**src/rtl/mem_port_arbiter_pkg.sv**
```systemverilog
// Shared core constants for the fetch/data memory port arbiter:
// arbiter state encoding and the layout of the write-enable/size field.
package mem_port_arbiter_pkg;

    typedef enum logic [2:0] {
        IDLE   = 3'd0,
        BUSY_I = 3'd1,
        BUSY_D = 3'd2,
        DONE_I = 3'd3,
        DONE_D = 3'd4
    } arb_state_t;

    // Access-control field: one write-enable bit plus a two-bit size code.
    localparam int unsigned WE_BIT   = 2;
    localparam int unsigned SIZE_LSB = 0;
    localparam int unsigned SIZE_W   = 2;

    function automatic logic is_store(input logic [2:0] we);
        return we[WE_BIT];
    endfunction

    // Rebuilds the port control field from its named parts so the layout
    // lives in exactly one place.
    function automatic logic [2:0] port_we(input logic [2:0] we);
        logic [2:0] r;
        r = '0;
        r[WE_BIT] = we[WE_BIT];
        r[SIZE_LSB +: SIZE_W] = we[SIZE_LSB +: SIZE_W];
        return r;
    endfunction

endpackage

```
**src/rtl/mem_port_arbiter.sv**
```systemverilog
// Arbitrates one shared memory port between instruction fetch and data
// access: data wins by default, fetch is guaranteed a grant after STARVE_MAX.
module mem_port_arbiter
    import mem_port_arbiter_pkg::*;
#(
    parameter int XLEN       = 64,
    parameter int STARVE_MAX = 4
) (
    input  logic            clk,
    input  logic            rst_n,
    input  logic            if_req,
    input  logic [XLEN-1:0] if_addr,
    output logic [XLEN-1:0] if_rdata,
    output logic            if_stall,
    input  logic            ma_req,
    input  logic [2:0]      ma_we,
    input  logic [XLEN-1:0] ma_addr,
    input  logic [XLEN-1:0] ma_wdata,
    output logic [XLEN-1:0] ma_rdata,
    output logic            ma_stall,
    output logic            mem_req,
    output logic [2:0]      mem_we,
    output logic [XLEN-1:0] mem_addr,
    output logic [XLEN-1:0] mem_wdata,
    input  logic            mem_ready,
    input  logic [XLEN-1:0] mem_rdata
);

    localparam int CNT_W = (STARVE_MAX < 1) ? 1 : $clog2(STARVE_MAX + 1);
    localparam logic [CNT_W-1:0] CNT_MAX = CNT_W'(STARVE_MAX);

    arb_state_t       state;
    arb_state_t       state_nxt;
    logic [CNT_W-1:0] starve_cnt;
    logic             starve;
    logic             grant_d;
    logic             grant_i;
    logic             store_q;

    assign starve  = if_req && (starve_cnt == CNT_MAX);
    assign grant_d = (state == IDLE) && ma_req && !starve;
    assign grant_i = (state == IDLE) && !grant_d && if_req;

    always_ff @(posedge clk or negedge rst_n) begin
        if (!rst_n) begin
            state <= IDLE;
        end else begin
            state <= state_nxt;
        end
    end

    always_comb begin
        state_nxt = state;
        case (state)
            IDLE: begin
                if (grant_d) begin
                    state_nxt = BUSY_D;
                end else if (grant_i) begin
                    state_nxt = BUSY_I;
                end
            end
            BUSY_I:  if (mem_ready) state_nxt = DONE_I;
            BUSY_D:  if (mem_ready) state_nxt = DONE_D;
            DONE_I:  state_nxt = IDLE;
            DONE_D:  state_nxt = IDLE;
            default: state_nxt = IDLE;
        endcase
    end

    always_comb begin
        mem_req   = 1'b0;
        mem_we    = 3'b000;
        mem_addr  = if_addr;
        mem_wdata = '0;
        case (state)
            BUSY_I: begin
                mem_req = 1'b1;
            end
            BUSY_D: begin
                mem_req   = 1'b1;
                mem_we    = port_we(ma_we);
                mem_addr  = ma_addr;
                mem_wdata = ma_wdata;
            end
            default: ;
        endcase
        if_stall = if_req && (state != DONE_I);
        ma_stall = ma_req && (state != DONE_D);
    end

    // The starvation count only means something while fetch is waiting.
    always_ff @(posedge clk or negedge rst_n) begin
        if (!rst_n) begin
            starve_cnt <= '0;
        end else if (!if_req || grant_i) begin
            starve_cnt <= '0;
        end else if (grant_d && (starve_cnt != CNT_MAX)) begin
            starve_cnt <= starve_cnt + CNT_W'(1);
        end
    end

    // Load/store kind is captured at grant so a requester that drops its
    // request mid-transaction cannot change how the completion is handled.
    always_ff @(posedge clk or negedge rst_n) begin
        if (!rst_n) begin
            store_q <= 1'b0;
        end else if (grant_d) begin
            store_q <= is_store(ma_we);
        end
    end

    always_ff @(posedge clk or negedge rst_n) begin
        if (!rst_n) begin
            if_rdata <= '0;
            ma_rdata <= '0;
        end else if (mem_ready) begin
            if (state == BUSY_I) begin
                if_rdata <= mem_rdata;
            end
            if ((state == BUSY_D) && !store_q) begin
                ma_rdata <= mem_rdata;
            end
        end
    end

endmodule

```
**config.mk**
```make
export PLATFORM = sky130hd
export DESIGN_NAME = mem_port_arbiter
export DESIGN_NICKNAME = d
export VERILOG_FILES = /design/src/rtl/mem_port_arbiter_pkg.sv /design/src/rtl/mem_port_arbiter.sv
export SDC_FILE = /design/constraint.sdc
export NUM_CORES = 1
export LEC_CHECK = 0
export BUFFER_PORTS_ARGS = -buffer_cell sky130_fd_sc_hd__buf_2
export CAP_MARGIN = 15
export CORE_AREA = 2 2 203 205
export DETAILED_ROUTE_END_ITERATION = 10
export DIE_AREA = 0 0 205 207
export PLACE_DENSITY = 0.43
export RECOVER_POWER = 100
export SLEW_MARGIN = 20
export SYNTH_ARGS = -nofsm -noshare
export SYNTH_HDL_FRONTEND = slang
export SYNTH_SLANG_ARGS = --single-unit
export TNS_END_PERCENT = 50
```
**constraint.sdc**
```tcl
create_clock -name clk -period 1.9 [get_ports clk]
set_input_delay 0.19 -clock clk [delete_from_list [all_inputs] [get_ports clk]]
set_output_delay 0.19 -clock clk [all_outputs]
set_load 0.02 [all_outputs]
```
---- Yosys cells after proc, flatten, opt, wreduce, memory -nomap -nowiden ----
Cells that the tools add are included.
word-level totals
  logic and storage cells ................. 46
  flip-flop bits (word level) ............. 135
  output and inout bits ................... 262
operators by class
  eq/ne operators ......................... 9
  muxes and demuxes ....................... 11
  reduce and logical (&&, ||, !) cells .... 20
  $add $sub $neg .......................... 1
operators by type and width
  operator             number
  $mux 64              2
  $mux 3               7
  $logic_and 1x1->1    9
  $ne 3x3->1 const B   3
  $pmux 3 s3           1
  $logic_not 1->1      4
  $ne 2x2->1 const B   2
  $reduce_and 2->1     2
  $add 3x1->3 const B  1
  $eq 3x1->1 const B   1
  $eq 3x2->1 const B   1
  $eq 3x3->1 const B   1
  $logic_not 3->1      1
  $ne 3x2->1 const B   1
  $reduce_and 3->1     1
  $reduce_bool 2->1    1
  $reduce_or 2->1      1
  $logic_or 1x1->1     1
  $mux 1               1

---- Longest topological paths before layout ----
  depth in word-level cells ............... 10
  gate-level depth with buffers ........... 6
  depth with buffers taken out ............ 5

---- Worst setup path before layout ----
OpenSTA, ideal clock, no wires.
  path type ............................... register to output
  start point ............................. reg state[0]
  end point ............................... out mem_addr[33]
  arrival time ............................ 1.640 ns
  data required time ...................... 1.710 ns
  slack ................................... 0.070 ns
  buffers on the path ..................... 3
  stages on the path, launching flop included .. 6
  cells stage by stage .................... dfrtp_1 clkbuf_1 nor3b_2 buf_2 buf_2 mux2_2
between the ends
  longest elaborated chain between the ends .. 2
ends and longest elaborated chain
  item                      RTL line                source
  start: declaration        mem_port_arbiter.sv:32  arb_state_t state;
  start signal: assignment  mem_port_arbiter.sv:48  state <= state_nxt;
  $eq 3x2->1                mem_port_arbiter.sv:75  case (state)
  $mux 64                   mem_port_arbiter.sv:75
  end: declaration          mem_port_arbiter.sv:23  output logic [XLEN-1:0] mem_addr,
No other way between the ends.

---- Worst setup path in the final report ----
  start point ............................. reg state[2]
  end point ............................... out mem_addr[48]
Same word-level chain as after synthesis.

==> flow_metrics.tcl <==
set metrics [dict create \
    status "finished with violations" \
    failing_checks "negative setup slack" \
    first_iter_violations 224 \
    min_path_type "in -> reg" \
    synth.ff_latch_count 135 \
    fin_tns_setup_ps -27550 \
    post-route-cell-area_mm2 0.0117 \
    path_max_fanout 12 \
    finalSetupViolations 185 \
    postLayoutSetupSlackWorst_ps -257 \
    worst_setup_hold_path_clk_slew_ps 60 \
    arrival_ps 1970 \
    via_count 6093 \
    clock_tree.htree_level_count 4 \
    io_pins 526 \
    drcViolationCount 0 \
    synth_enable_flop_cells 0 \
    pre_cts_ws_ps 121 \
    drt_wl_total_um 27200 \
    yosysMostFrequentCell "sky130_fd_sc_hd__dfrtp_1" \
    rows 74 \
    synth_area_per_cell_um2 13.8 \
    criticalPathCategory "reg -> out" \
    detailed_place_hpwl_um 20700 \
    clock-skew-final_ps 6.32 \
    yosys-top-cells-count "sky130_fd_sc_hd__dfrtp_1, sky130_fd_sc_hd__mux2_2, sky130_fd_sc_hd__and2_1" \
    area_grow_syn2layout_pct 83.5 \
    yosysUniqueCellTypes 25 \
    cts.sink_count 135 \
    cts-buffers-inserted 17 \
    antenna_found_initial 5 \
    route.detailed.wl_per_inst_um 16.8 \
    synth.yosys.warnings 0 \
    rsz_0062_raised_after_global_routing "true" \
    slew-limit-headroom_pct 9.97 \
    least_margin_pin_slew_ps 1350 \
    die_w_um 205 \
    hold_viol 0 \
    fin_crit_sh_pct 114 \
    commonest_register_cell_after_synthesis "sky130_fd_sc_hd__dfrtp_1" \
    stdcell_count 1622 \
    yosys.area.top_type_share_pct 52.8 \
    number_of_instances_in_the_placed_design 1509 \
    finalNetCount 1340 \
    power_per_unit_of_standard_cell_area_mw_per_mm2 1720 \
    finalCoreUtilization_pct 29.1 \
    design.core.area_mm2 0.0404 \
    p_leak_nw 5.48 \
    maxCapViolCount 0 \
    cts_max_path_buffers 2 \
    post_synth_main_area_contributors "sky130_fd_sc_hd__dfrtp_1, sky130_fd_sc_hd__mux2_2, sky130_fd_sc_hd__mux2_1" \
    postSynth.asyncResetShare_pct 100 \
    fin_crit_ps 2160 \
    final_antenna_net_count 0 \
    grt_first_pass_wirelength_um 38000 \
    cts_root_buffer "sky130_fd_sc_hd__clkbuf_16" \
    crit_required_ps 1710 \
    worst_hold_startpoint "if_req" \
    startpoint_type "flop" \
    io_buffer_count 525 \
    chipHeight_um 207 \
    grt_util_all_layers_pct 12.0 \
    layout-drive-gt1-share_pct 60.0 \
    via_per_inst 3.76 \
    gp_congestion 0.884 \
    worst_skew_pair.late_latency_ps 420 \
    crit-reg2reg-capture "ma_rdata[1]" \
    cts_tree "yes" \
    critical_path.reg2reg.startpoint "state[2]" \
    total_die_area_mm2 0.0424 \
    synthesis.nets 731 \
    reg2reg_depth 7 \
    dr.pass1.iters 5 \
    placed_area_mm2 0.00977 \
    synth_top_cell_by_area "sky130_fd_sc_hd__dfrtp_1" \
    synth_cells 465 \
    hold_end "starve_cnt[2]" \
    seq_total_area_yosys_pct 52.8 \
    synthesis.area_mm2 0.00639 \
    reg2reg_slack_ps -110 \
    total_power_mw 20.2 \
    setup.worst_path.end_class "primary output" \
    irDropWorstVdd_v 0.000605 \
    start_util_pct 15.8 \
    worst_hold_slack_ps 52.8 \
    grt_start_max_net_pins 63 \
    timing.hold.worst_path_depth 2 \
    grt.overflow.total 0 \
    vias_in_the_first_global_route 6411 \
    slew_violations 0 \
    fmaxAchievable_mhz 464 \
]
==> what timing repair did <==
action	in CTS	in global routing
resized for setup	138	79
setup buffers	2	4
hold buffers	63	0
gates cloned	2	7
pin swaps	5	29
hold endpoints to repair	251	0
setup endpoints to repair	129	195
==> worst max path at each step <==
stage                   from           end  slack, ps  depth (start not counted)
global route        state[2]  mem_addr[29]       -330                          5
finish              state[2]  mem_addr[48]       -260                          5
global placement    state[2]  mem_addr[39]        150                          5
floorplan           state[0]  mem_addr[33]         70                          5
detailed placement  state[2]  mem_addr[45]        120                          5
CTS                 state[0]  mem_addr[14]       -330                          5
==> cell families (layout without fill, tap and decap cells) <==
group / after synthesis / count (layout) / synth area share, %
AOI/OAI and AO/OA: 11 / 11 / 1.19
xor gates and xnor gates: 1 / 1 / 0.137
adders and majority gates: 2 / 2 / 0.391
buffers and inverters: 35 / 656 / 3.13
DFF: 135 / 135 / 52.8
muxes: 193 / 193 / 34.0
other: 0 / 4 / 0
and+or+nand+nor: 88 / 88 / 8.33
==> area by class of cell <==
cell class / instances / area, um^2
fill: 4295 / 28600
timing repair buffer: 621 / 4080
antenna: 4 / 10.0
tap: 532 / 666
multi-input combinational: 295 / 3010
clock inverter: 11 / 125
sequential: 135 / 3380
clock buffer: 20 / 457
inverter: 4 / 15.0
==> metal layers <==
layer  share of wire (%)  track usage, %  vias up
li1                    -               -     2854
met1                  41            14.4     2926
met2                  49            20.3      285
met3                 7.6            3.12       28
met4                 2.3            4.59        0
met5                   0               0        -
==> cell usage in the layout (no fill, tap or decap), types with 19 or more instances in the layout <==
| cell type | count |
|---|---|
| sky130_fd_sc_hd__and2_4 | 52 |
| sky130_fd_sc_hd__buf_6 | 68 |
| sky130_fd_sc_hd__buf_4 | 19 |
| sky130_fd_sc_hd__dfrtp_1 | 135 |
| sky130_fd_sc_hd__clkbuf_16 | 23 |
| sky130_fd_sc_hd__clkbuf_1 | 130 |
| sky130_fd_sc_hd__mux2_2 | 126 |
| sky130_fd_sc_hd__buf_2 | 322 |
| sky130_fd_sc_hd__dlygate4sd3_1 | 63 |
| sky130_fd_sc_hd__mux2_1 | 55 |
==> report_power, final <==
| part | total [mW] | leakage [nW] | internal (mW) | switching (mW) |
|---|---|---|---|---|
| clock network | 3.29 | 0.282 | 1.99 | 1.30 |
| logic | 11.9 | 3.57 | 5.48 | 6.40 |
| registers | 5.00 | 1.63 | 4.30 | 0.702 |
==> registers in the layout, summed over array words and instances (netlist names) <==
name,count
if_rdata,64
ma_rdata,64
starve_cnt,3
state,3
store_q,1
==> worst max-delay path, cell delays in order (launching register included) <==
cell,delay [ps]
sky130_fd_sc_hd__dfrtp_1,400
sky130_fd_sc_hd__nor3b_4,260
sky130_fd_sc_hd__buf_12,200
sky130_fd_sc_hd__clkbuf_16,190
sky130_fd_sc_hd__mux2_2,330
sky130_fd_sc_hd__buf_2,160
No activity file was read; power rests on OpenSTA's default activity.
